<file path="config.mk">
export PLATFORM = sky130hd
export DESIGN_NAME = flappy_game_ctrl
export DESIGN_NICKNAME = d
export VERILOG_FILES = /design/src/rtl/flappy_game_ctrl.sv
export SDC_FILE = /design/constraint.sdc
export NUM_CORES = 1
export LEC_CHECK = 0
export ABC_AREA = 1
export CELL_PAD_IN_SITES_DETAIL_PLACEMENT = 1
export CELL_PAD_IN_SITES_GLOBAL_PLACEMENT = 2
export CORE_ASPECT_RATIO = 0.8
export CORE_UTILIZATION = 30
export DETAILED_ROUTE_END_ITERATION = 6
export DONT_BUFFER_PORTS = 1
export PLACE_DENSITY_LB_ADDON = 0.1
export SETUP_SLACK_MARGIN = 0.4
export SKIP_LAST_GASP = 1
export SYNTH_ARGS = -nofsm -noshare
export SYNTH_HDL_FRONTEND = slang
export SYNTH_SLANG_ARGS = --single-unit
</file>
<file path="constraint.sdc">
create_clock -name clk -period 2 [get_ports clk]
set_input_delay 0.2 -clock clk [delete_from_list [all_inputs] [get_ports clk]]
set_output_delay 0.2 -clock clk [all_outputs]
set_load 0.03 [all_outputs]
</file>
<file path="src/rtl/flappy_game_ctrl.sv">
// flappy_game_ctrl: game-level sequencer for the Flappy-VGA pipe datapath.
// Drives the Start/Stop/Ack level handshake of the pipe datapath, paces
// pipe scrolling from frame ticks, forwards button presses as flap pulses,
// holds the game-over screen and tracks the session best score.
module flappy_game_ctrl #(
  parameter int SCROLL_DIV = 1,
  parameter int OVER_HOLD  = 120
) (
  input  logic       clk,
  input  logic       reset,
  input  logic       btn,
  input  logic       frame_tick,
  input  logic       collision,
  input  logic [3:0] score,
  input  logic       q_initial,
  input  logic       q_count,
  input  logic       q_stop,
  output logic       start,
  output logic       stop,
  output logic       ack,
  output logic       scroll_en,
  output logic       flap,
  output logic       game_over,
  output logic [3:0] best_score,
  output logic [1:0] state_o
);

  localparam int DIV_W  = $clog2(SCROLL_DIV + 1);
  localparam int HOLD_W = $clog2(OVER_HOLD + 1);
  localparam logic [DIV_W-1:0]  DIV_LAST  = DIV_W'(SCROLL_DIV - 1);
  localparam logic [DIV_W-1:0]  DIV_ONE   = DIV_W'(1);
  localparam logic [HOLD_W-1:0] HOLD_INIT = HOLD_W'(OVER_HOLD);
  localparam logic [HOLD_W-1:0] HOLD_ONE  = HOLD_W'(1);

  typedef enum logic [1:0] {
    IDLE  = 2'b00,
    RUN   = 2'b01,
    OVER  = 2'b10,
    CLEAR = 2'b11
  } state_e;

  state_e            state_q;
  logic              start_q, stop_q, ack_q;
  logic              scroll_q, flap_q, over_q;
  logic [3:0]        best_q;
  logic [DIV_W-1:0]  div_q;
  logic [HOLD_W-1:0] hold_q;
  logic              sync1_q, sync2_q, sync3_q;

  logic              btn_edge_d;
  logic              stop_req_d;

  // Two-flop synchronizer for the raw button plus one history flop for edge detection
  always_ff @(posedge clk or negedge reset) begin
    if (!reset) begin
      sync1_q <= 1'b0;
      sync2_q <= 1'b0;
      sync3_q <= 1'b0;
    end else begin
      sync1_q <= btn;
      sync2_q <= sync1_q;
      sync3_q <= sync2_q;
    end
  end

  // A held button yields only one edge; win (score 15) ends the run like a crash
  assign btn_edge_d = sync2_q & ~sync3_q;
  assign stop_req_d = collision | (score == 4'hF);

  // Game sequencer: state, handshake requests, pulses, divider, hold counter, best score
  always_ff @(posedge clk or negedge reset) begin
    if (!reset) begin
      state_q  <= IDLE;
      start_q  <= 1'b0;
      stop_q   <= 1'b0;
      ack_q    <= 1'b0;
      scroll_q <= 1'b0;
      flap_q   <= 1'b0;
      over_q   <= 1'b0;
      best_q   <= 4'd0;
      div_q    <= '0;
      hold_q   <= '0;
    end else begin
      flap_q   <= 1'b0;
      scroll_q <= 1'b0;
      case (state_q)
        IDLE: begin
          if (start_q && q_count) begin
            start_q <= 1'b0;
            state_q <= RUN;
          end else if (!start_q && btn_edge_d) begin
            start_q <= 1'b1;
            flap_q  <= 1'b1;
          end
        end
        RUN: begin
          if (btn_edge_d) flap_q <= 1'b1;
          if (frame_tick) begin
            if (div_q == DIV_LAST) begin
              div_q <= '0;
              // No scrolling once the run is ending, including this very cycle
              if (q_count && !stop_q && !stop_req_d && !q_stop) scroll_q <= 1'b1;
            end else begin
              div_q <= div_q + DIV_ONE;
            end
          end
          // q_stop ends the run whether we requested it or the datapath did
          if (q_stop) begin
            stop_q  <= 1'b0;
            state_q <= OVER;
            hold_q  <= HOLD_INIT;
            over_q  <= 1'b1;
            if (score > best_q) best_q <= score;
          end else if (stop_req_d) begin
            stop_q <= 1'b1;
          end
        end
        OVER: begin
          if (frame_tick && (hold_q != '0)) hold_q <= hold_q - HOLD_ONE;
          // Only presses seen with the counter already drained are accepted
          if (btn_edge_d && (hold_q == '0)) begin
            ack_q   <= 1'b1;
            state_q <= CLEAR;
          end
        end
        CLEAR: begin
          div_q <= '0;
          if (q_initial) begin
            ack_q   <= 1'b0;
            over_q  <= 1'b0;
            state_q <= IDLE;
          end
        end
        default: state_q <= IDLE;
      endcase
    end
  end

  assign start      = start_q;
  assign stop       = stop_q;
  assign ack        = ack_q;
  assign scroll_en  = scroll_q;
  assign flap       = flap_q;
  assign game_over  = over_q;
  assign best_score = best_q;
  assign state_o    = state_q;

endmodule

</file>
==> out/metrics.cfg, run 1 <==
[synthesis]
dominant_cell_type_by_area_after_synthesis = sky130_fd_sc_hd__dfrtp_1
post_synth_instance_area_um2 = 1250
yosysUniqueCellTypes = 21
synthDominantCellAreaShare_pct = 44.0
ys_top_cells_by_area = sky130_fd_sc_hd__dfrtp_1 44%, sky130_fd_sc_hd__nand2_1 14%, sky130_fd_sc_hd__ha_1 10%, sky130_fd_sc_hd__nand3_1 8.8%, sky130_fd_sc_hd__inv_1 4.8%
seq_area_frac_synth_pct = 44.0
syn-mean-instance-area_um2 = 7.81
postSynthCellCount = 160
yosysWarningCount = 0
syn_nets = 182
yosys_register_bits = 22

[drt]
drt-wirelength-per-cell_um = 14.2
detail_route.wirelength_um = 3300
detailroute.via_count = 1116
detailedRoute.firstPassIterationCount = 4
drcViolationCount = 0
routed_via_density = 4.79
route.antenna.remaining_nets = 0
drt_first_iter_violations = 30

[sta]
slew_viol_final = 0
maxClockFrequency_mhz = 662
fin_hold_ws_ns = 0.0111
rsz0062_at_grt = yes
maxSlewHeadroom_pct = 31.8
worst_slew_pin_slew_ns = 1.02
final-hold-violation-count = 0
fin_crit_sh_pct = 75.5
final.setup.tns_ns = 0
fin_crit_ns = 1.51
fin_skew_ns = 0.00496
setup-violations-final = 0

[finish]
post-route-util_pct = 39.6
fillCellCount = 493
layout_commonest_cell = sky130_fd_sc_hd__nand2_1
antenna_cells_inserted = 0
post_route_cells_drive_above_1_share_pct = 18.5
finalNetCount = 201
final_cell_mix = 44 x sky130_fd_sc_hd__nand2_1, 22 x sky130_fd_sc_hd__dfrtp_1, 21 x sky130_fd_sc_hd__nand3_1
area_growth_syn_to_layout_pct = 23.7

[global_routing]
pin_count_of_the_biggest_net_entering_global_routing = 23
grt_antenna_before_repair = 0
grt.total_usage_pct = 16.9
global_route_wire_length_before_repair_um = 5410
grt_overflow_total = 0
grt_pass1_vias = 1156

[worst_setup_path]
timing.critical_path.slowest_cell_delay_ns = 0.43
cpLargestDelayFamily = flip-flops
critPathRequiredTime_ns = 2.17
critPathMaxFanout = 5
critical_path_cell_by_cell = buf_4 > ha_1 > clkinv_1 > o22ai_2 > nor2_2 > nand2_2 > nand2_1 > nand2_1
critical_path_data_arrival_time_ns = 1.67
setup.worst_path.class = register to register
timing.critical_path.from_type = register
timing.critical_path.to_type = register
worst_path_max_delay_cell = sky130_fd_sc_hd__dfrtp_1
timing.critical_path.buf_inv = 2
cp_common_cell = sky130_fd_sc_hd__nand2_1

[clock_network]
worstSkewPairLatency_ns = 0.27
cts.root.buffer_cell = sky130_fd_sc_hd__clkbuf_8
cts_tree = built
cts_num_sinks = 22
max-clock-path-buffers = 2
worst_setup_hold_path_clk_slew_ns = 0.09
cts_made_buffers = 3
cts.htree.levels = 1

[worst_hold_path]
worstHoldPathType = input port to register

[outcome]
outcome = finished, final reports clean

[floorplan]
placement_rows = 20
die_width_um = 74.2
die-area_um2 = 4430
start_util_pct = 32.0
die_y_um = 59.7
io-pin-count = 24
core_region_area_um2 = 3900

[pwr]
power_leakage_nw = 0.789
powerDensity_nw_per_um2 = 1790
peakVddDrop_uv = 747

[place]
io_buffer_count = 0
post-dp-hpwl_um = 2390
gp_routability_congestion = 0.770

[run]
cap_violations = 0

[layer usage]
layer	GRT usage (%)	part of all wire [%]	vias to the layer above
met5	0	0	-
met4	6.87	1.4	0
met3	5.73	4.8	4
met2	26.8	45	16
met1	21.1	48	545
li1	-	-	551
[registers in the layout, indices dropped and copies added (netlist names)]
register	cells
ack	1
best_score	4
flap	1
game_over	1
hold_q	7
scroll_en	1
start	1
state_o	2
stop	1
sync1_q	1
sync2_q	1
sync3_q	1
[power by group]
| part | internal, mW | total [mW] | leakage, nW | switching, mW |
|---|---|---|---|---|
| clock | 0.268 | 0.424 | 0.0357 | 0.157 |
| sequential | 0.619 | 0.898 | 0.272 | 0.279 |
| combinational | 0.549 | 1.45 | 0.482 | 0.899 |
[area by class of cell]
type / count / area, um2 / area share (%)
Multi-Input combinational cell: 117 / 667 / 43.1
Sequential cell: 22 / 551 / 35.6
Timing Repair Buffer: 14 / 110 / 7.12
Inverter: 21 / 78.8 / 5.10
Tap cell: 55 / 68.8 / 4.45
Clock buffer: 3 / 41.3 / 2.67
Clock inverter: 1 / 30.0 / 1.94
[per-stage QoR]
stage / std cells / instance area, um2 / setup slack, ns / total power, mW
after floorplan: 160 / 1250 / 0.428 / 1.80
after global placement: 221 / 1360 / 0.453 / 2.13
after detailed placement: 221 / 1360 / 0.412 / 2.17
after CTS: 227 / 1460 / 0.430 / 2.62
after global routing: 233 / 1550 / 0.373 / 3.03
final: 233 / 1550 / 0.491 / 2.77
[path summary, 6_finish.rpt]
check | start | end | slack (ns) | cells past startpoint
max reg2reg | state_o[0]$_DFFE_PN0P_ | state_o[0]$_DFFE_PN0P_ | 0.49 | 8
min reg2reg | sync1_q$_DFF_PN0_ | sync2_q$_DFF_PN0_ | 0.36 | 0
min | q_stop | stop$_DFFE_PN0P_ | 0.01 | 1
max in group asynchronous | reset | best_score[0]$_DFFE_PN0P_ | 0.84 | 1
min in group asynchronous | reset | hold_q[1]$_DFFE_PN0P_ | 0.55 | 1
max | state_o[0]$_DFFE_PN0P_ | state_o[0]$_DFFE_PN0P_ | 0.49 | 8
[worst reg2reg max path, cell delays in order, from the launching register on]
cell and delay (ns):
sky130_fd_sc_hd__dfrtp_1 0.43, sky130_fd_sc_hd__buf_4 0.19, sky130_fd_sc_hd__ha_1 0.20, sky130_fd_sc_hd__clkinv_1 0.10
sky130_fd_sc_hd__o22ai_2 0.10, sky130_fd_sc_hd__nor2_2 0.17, sky130_fd_sc_hd__nand2_2 0.08, sky130_fd_sc_hd__nand2_1 0.07
sky130_fd_sc_hd__nand2_1 0.05
[cells by family after synthesis]
family	count (synthesis)	share of synthesized area, %
flops	22	44.0
buf+inv	21	6.31
compound gates	15	8.01
fa+ha+maj	10	10.0
simple gates	92	31.6
[synth_stat cells (all sizes together)]
| cell type | n |
|---|---|
| a31oi | 1 |
| a21oi | 6 |
| nor3 | 1 |
| nand3b | 1 |
| o22ai | 2 |
| nand2 | 49 |
| ha | 10 |
| inv | 19 |
| dfrtp | 22 |
| nand3 | 22 |
| nand4 | 2 |
| o21ai | 6 |
| nor2 | 17 |
| clkinv | 2 |
[what timing repair did]
action	4_1_cts	5_1_grt
setup endpoints to repair	1	14
resized for setup	1	10
buffers inserted	0	6
hold buffers	2	0
hold endpoints to repair	23	0
pin swaps	0	3
Power figures use the tool's default switching activity.
==> inputs of run 2 (changes only) <==
clock period = 1.5 ns   (was 2 ns; I/O delays follow)
==> run 2 against run 1 <==
Compared with the run above: critical path depth unchanged; critical path type unchanged; via count increased by 6.6%; core utilization increased by 8.4 points; largest power group unchanged; clock power increased by 3%; largest cell class unchanged; final area increased by 21%.
==> out/metrics.cfg, run 2 (synthesis gave the netlist of run 1 again) <==
[outcome]
outcome = finished, final reports clean  ; unchanged

[finish]
post-route-util_pct = 48.0  ; was 39.6%
largest_register = hold_q  ; unchanged
area_growth_syn_to_layout_pct = 49.9  ; was 23.7%
final_cell_mix = 33 x sky130_fd_sc_hd__nand2_1, 19 x sky130_fd_sc_hd__nand3_1, 18 x sky130_fd_sc_hd__buf_4  ; was 44 x sky130_fd_sc_hd__nand2_1, 22 x sky130_fd_sc_hd__dfrtp_1, 21 x sky130_fd_sc_hd__nand3_1
layout_commonest_cell = sky130_fd_sc_hd__nand2_1  ; unchanged
largest_register_ffs = 7  ; unchanged
post_route_cells_drive_above_1_share_pct = 46.4  ; was 18.5%
area.sequential_um2 = 557  ; was 551 um2
area_of_the_multi_input_gates_um2 = 848  ; was 667 um2
finalNetCount = 215  ; was 201
antenna_cells_inserted = 0  ; unchanged
fillCellCount = 475  ; was 493

[worst_setup_path]
worst_path_max_delay_cell = sky130_fd_sc_hd__dfrtp_2  ; was sky130_fd_sc_hd__dfrtp_1
timing.critical_path.slowest_cell_delay_ns = 0.43  ; about the same
critical_path_data_arrival_time_ns = 1.56  ; was 1.67 ns
critical_path_cell_by_cell = inv_2 > ha_4 > inv_6 > nor2_4 > a21oi_4 > nand2_4 > nand2_1 > nand2_1  ; was buf_4 > ha_1 > clkinv_1 > o22ai_2 > nor2_2 > nand2_2 > nand2_1 > nand2_1
critPathRequiredTime_ns = 1.66  ; was 2.17 ns
cp_common_cell = sky130_fd_sc_hd__nand2_1  ; unchanged
timing.critical_path.from_type = register  ; unchanged
cp-startpoint = state_o[1]$_DFFE_PN0P_  ; was state_o[0]$_DFFE_PN0P_
timing.rr.start = state_o[1]$_DFFE_PN0P_  ; was state_o[0]$_DFFE_PN0P_
timing.critical_path.to_type = register  ; unchanged
worstSetupEndpoint = hold_q[4]$_DFFE_PN0P_  ; was state_o[0]$_DFFE_PN0P_
r2r.worst_path.cells = 8  ; unchanged
rr_endpoint = hold_q[4]$_DFFE_PN0P_  ; was state_o[0]$_DFFE_PN0P_
setup.worst_path.class = register to register  ; unchanged
r2r_slack_ns = 0.09  ; was 0.49 ns
critPathMaxFanout = 7  ; was 5

[sta]
slew_viol_final = 0  ; unchanged
final-hold-violation-count = 0  ; unchanged
fin_crit_sh_pct = 93.8  ; was 75.5%
worst_slew_pin_slew_ns = 1.00  ; was 1.02 ns
fin_crit_ns = 1.41  ; was 1.51 ns
fin_skew_ns = 0.00627  ; was 0.00496 ns
maxClockFrequency_mhz = 711  ; was 662 MHz
maxSlewHeadroom_pct = 33.2  ; was 31.8%
setup-violations-final = 0  ; unchanged
final.setup.tns_ns = 0  ; unchanged
rsz0062_at_grt = yes  ; unchanged

[worst_hold_path]
worstHoldPathType = input port to register  ; unchanged

[drt]
route.antenna.remaining_nets = 0  ; unchanged
routed_via_density = 4.82  ; was 4.79
detail_route.wirelength_um = 3620  ; was 3300 um
drcViolationCount = 0  ; unchanged
detailedRoute.firstPassIterationCount = 4  ; unchanged
detailroute.via_count = 1190  ; was 1116
drt-wirelength-per-cell_um = 14.7  ; was 14.2 um
drt_first_iter_violations = 56  ; was 30

[global_routing]
grt_antenna_before_repair = 0  ; unchanged
grt_overflow_total = 0  ; unchanged
top_usage_layer = met2  ; unchanged
grt_util_met2_pct = 30.5  ; was 26.8%
global_route_wire_length_before_repair_um = 6000  ; was 5410 um
grt.total_usage_pct = 18.7  ; was 16.9%
gr-usage-met3_pct = 6.07  ; was 5.73%
global_route.usage.met1_pct = 23.7  ; was 21.1%
pin_count_of_the_biggest_net_entering_global_routing = 23  ; unchanged
grt_pass1_vias = 1256  ; was 1156

[floorplan]
placement_rows = 20  ; unchanged
die_y_um = 59.7  ; unchanged
io-pin-count = 24  ; unchanged
core_region_area_um2 = 3900  ; unchanged
die_width_um = 74.2  ; unchanged
die-area_um2 = 4430  ; unchanged
start_util_pct = 32.0  ; unchanged

[pwr]
power_leakage_nw = 0.878  ; was 0.789 nW
powerDensity_nw_per_um2 = 2300  ; was 1790 nW/um2
peakVddDrop_uv = 1110  ; was 747 uV

[place]
post-dp-hpwl_um = 2600  ; was 2390 um
io_buffer_count = 0  ; unchanged
gp_routability_congestion = 0.794  ; was 0.770

[clock_network]
worstSkewPairLatency_ns = 0.27  ; about the same
cts_made_buffers = 3  ; unchanged
worst_setup_hold_path_clk_slew_ns = 0.08  ; was 0.09 ns
cts_tree = built  ; unchanged
cts.root.buffer_cell = sky130_fd_sc_hd__clkbuf_8  ; unchanged
cts_num_sinks = 22  ; unchanged
max-clock-path-buffers = 2  ; unchanged
cts.htree.levels = 1  ; unchanged

[run]
cap_violations = 0  ; unchanged

## run 2: changes by cell type in the layout (fill, tap and decap cells not counted), sizes merged
cell	previous run	this run
dlygate4sd3	2	3
inv	19	20
dlymetal6s4s	0	1
clkbuf	3	4
bufinv	1	0
clkinv	2	1
buf	12	24
## run 2: routing by layer
| layer | share of wire [%] | up-vias |
|---|---|---|
| li1 | - | 583 |
| met1 | 44 | 573 |
| met2 | 47 | 28 |
| met3 | 7.2 | 6 |
| met4 | 1.0 | 0 |
| met5 | 0 | - |
## run 2: power by group
part           switching (mW)  internal (mW)
Sequential              0.389          0.837
Clock                   0.200          0.234
Combinational            1.47           1.17
## run 2: worst min path at each step
stage                          start  slack (ns)                         to  cells after the start
after global placement         reset       -0.14  best_score[0]$_DFFE_PN0P_                      0
after global routing      frame_tick        0.03        scroll_en$_DFF_PN0_                      2
final                       score[1]        0.02  best_score[1]$_DFFE_PN0P_                      2
after floorplan                reset       -0.15            ack$_DFFE_PN0P_                      0
after CTS                 frame_tick        0.01        scroll_en$_DFF_PN0_                      2
after detailed placement       reset       -0.14  best_score[0]$_DFFE_PN0P_                      0
## run 2: final cells by class
cell class	count	area share (%)
Multi-Input combinational cell	117	45.3
Sequential cell	22	29.7
Timing Repair Buffer	28	13.1
Inverter	21	5.28
Tap cell	55	3.67
Clock buffer	4	2.94
## run 2: repair_timing
item | 4_1_cts | 5_1_grt
endpoints found under the hold margin | 25 | 0
setup buffers | 7 | 6
resized for setup | 16 | 26
pin swaps | 12 | 20
hold buffers | 4 | 0
endpoints found under the setup margin | 16 | 41
## run 2: stage by stage
step	setup slack (ns)	instances	hold slack [ns]	total power, mW	area, um2
finish	0.0930	247	0.0243	4.30	1870
global route	0.000150	247	0.0263	4.70	1870
CTS	0.123	241	0.00970	3.97	1740
detailed placement	0.00806	226	-0.145	3.31	1540
global placement	0.0476	226	-0.145	3.24	1540
floorplan	0.0983	160	-0.146	2.67	1390
## run 2: critical path, delay by kind of cell (launching register included)
family                     cells  cell delay, ns
adders and majority gates      1            0.19
buffers and inverters          2            0.16
and+or+nand+nor                4            0.30
DFF                            1            0.43
AOI/OAI and AO/OA              1            0.22
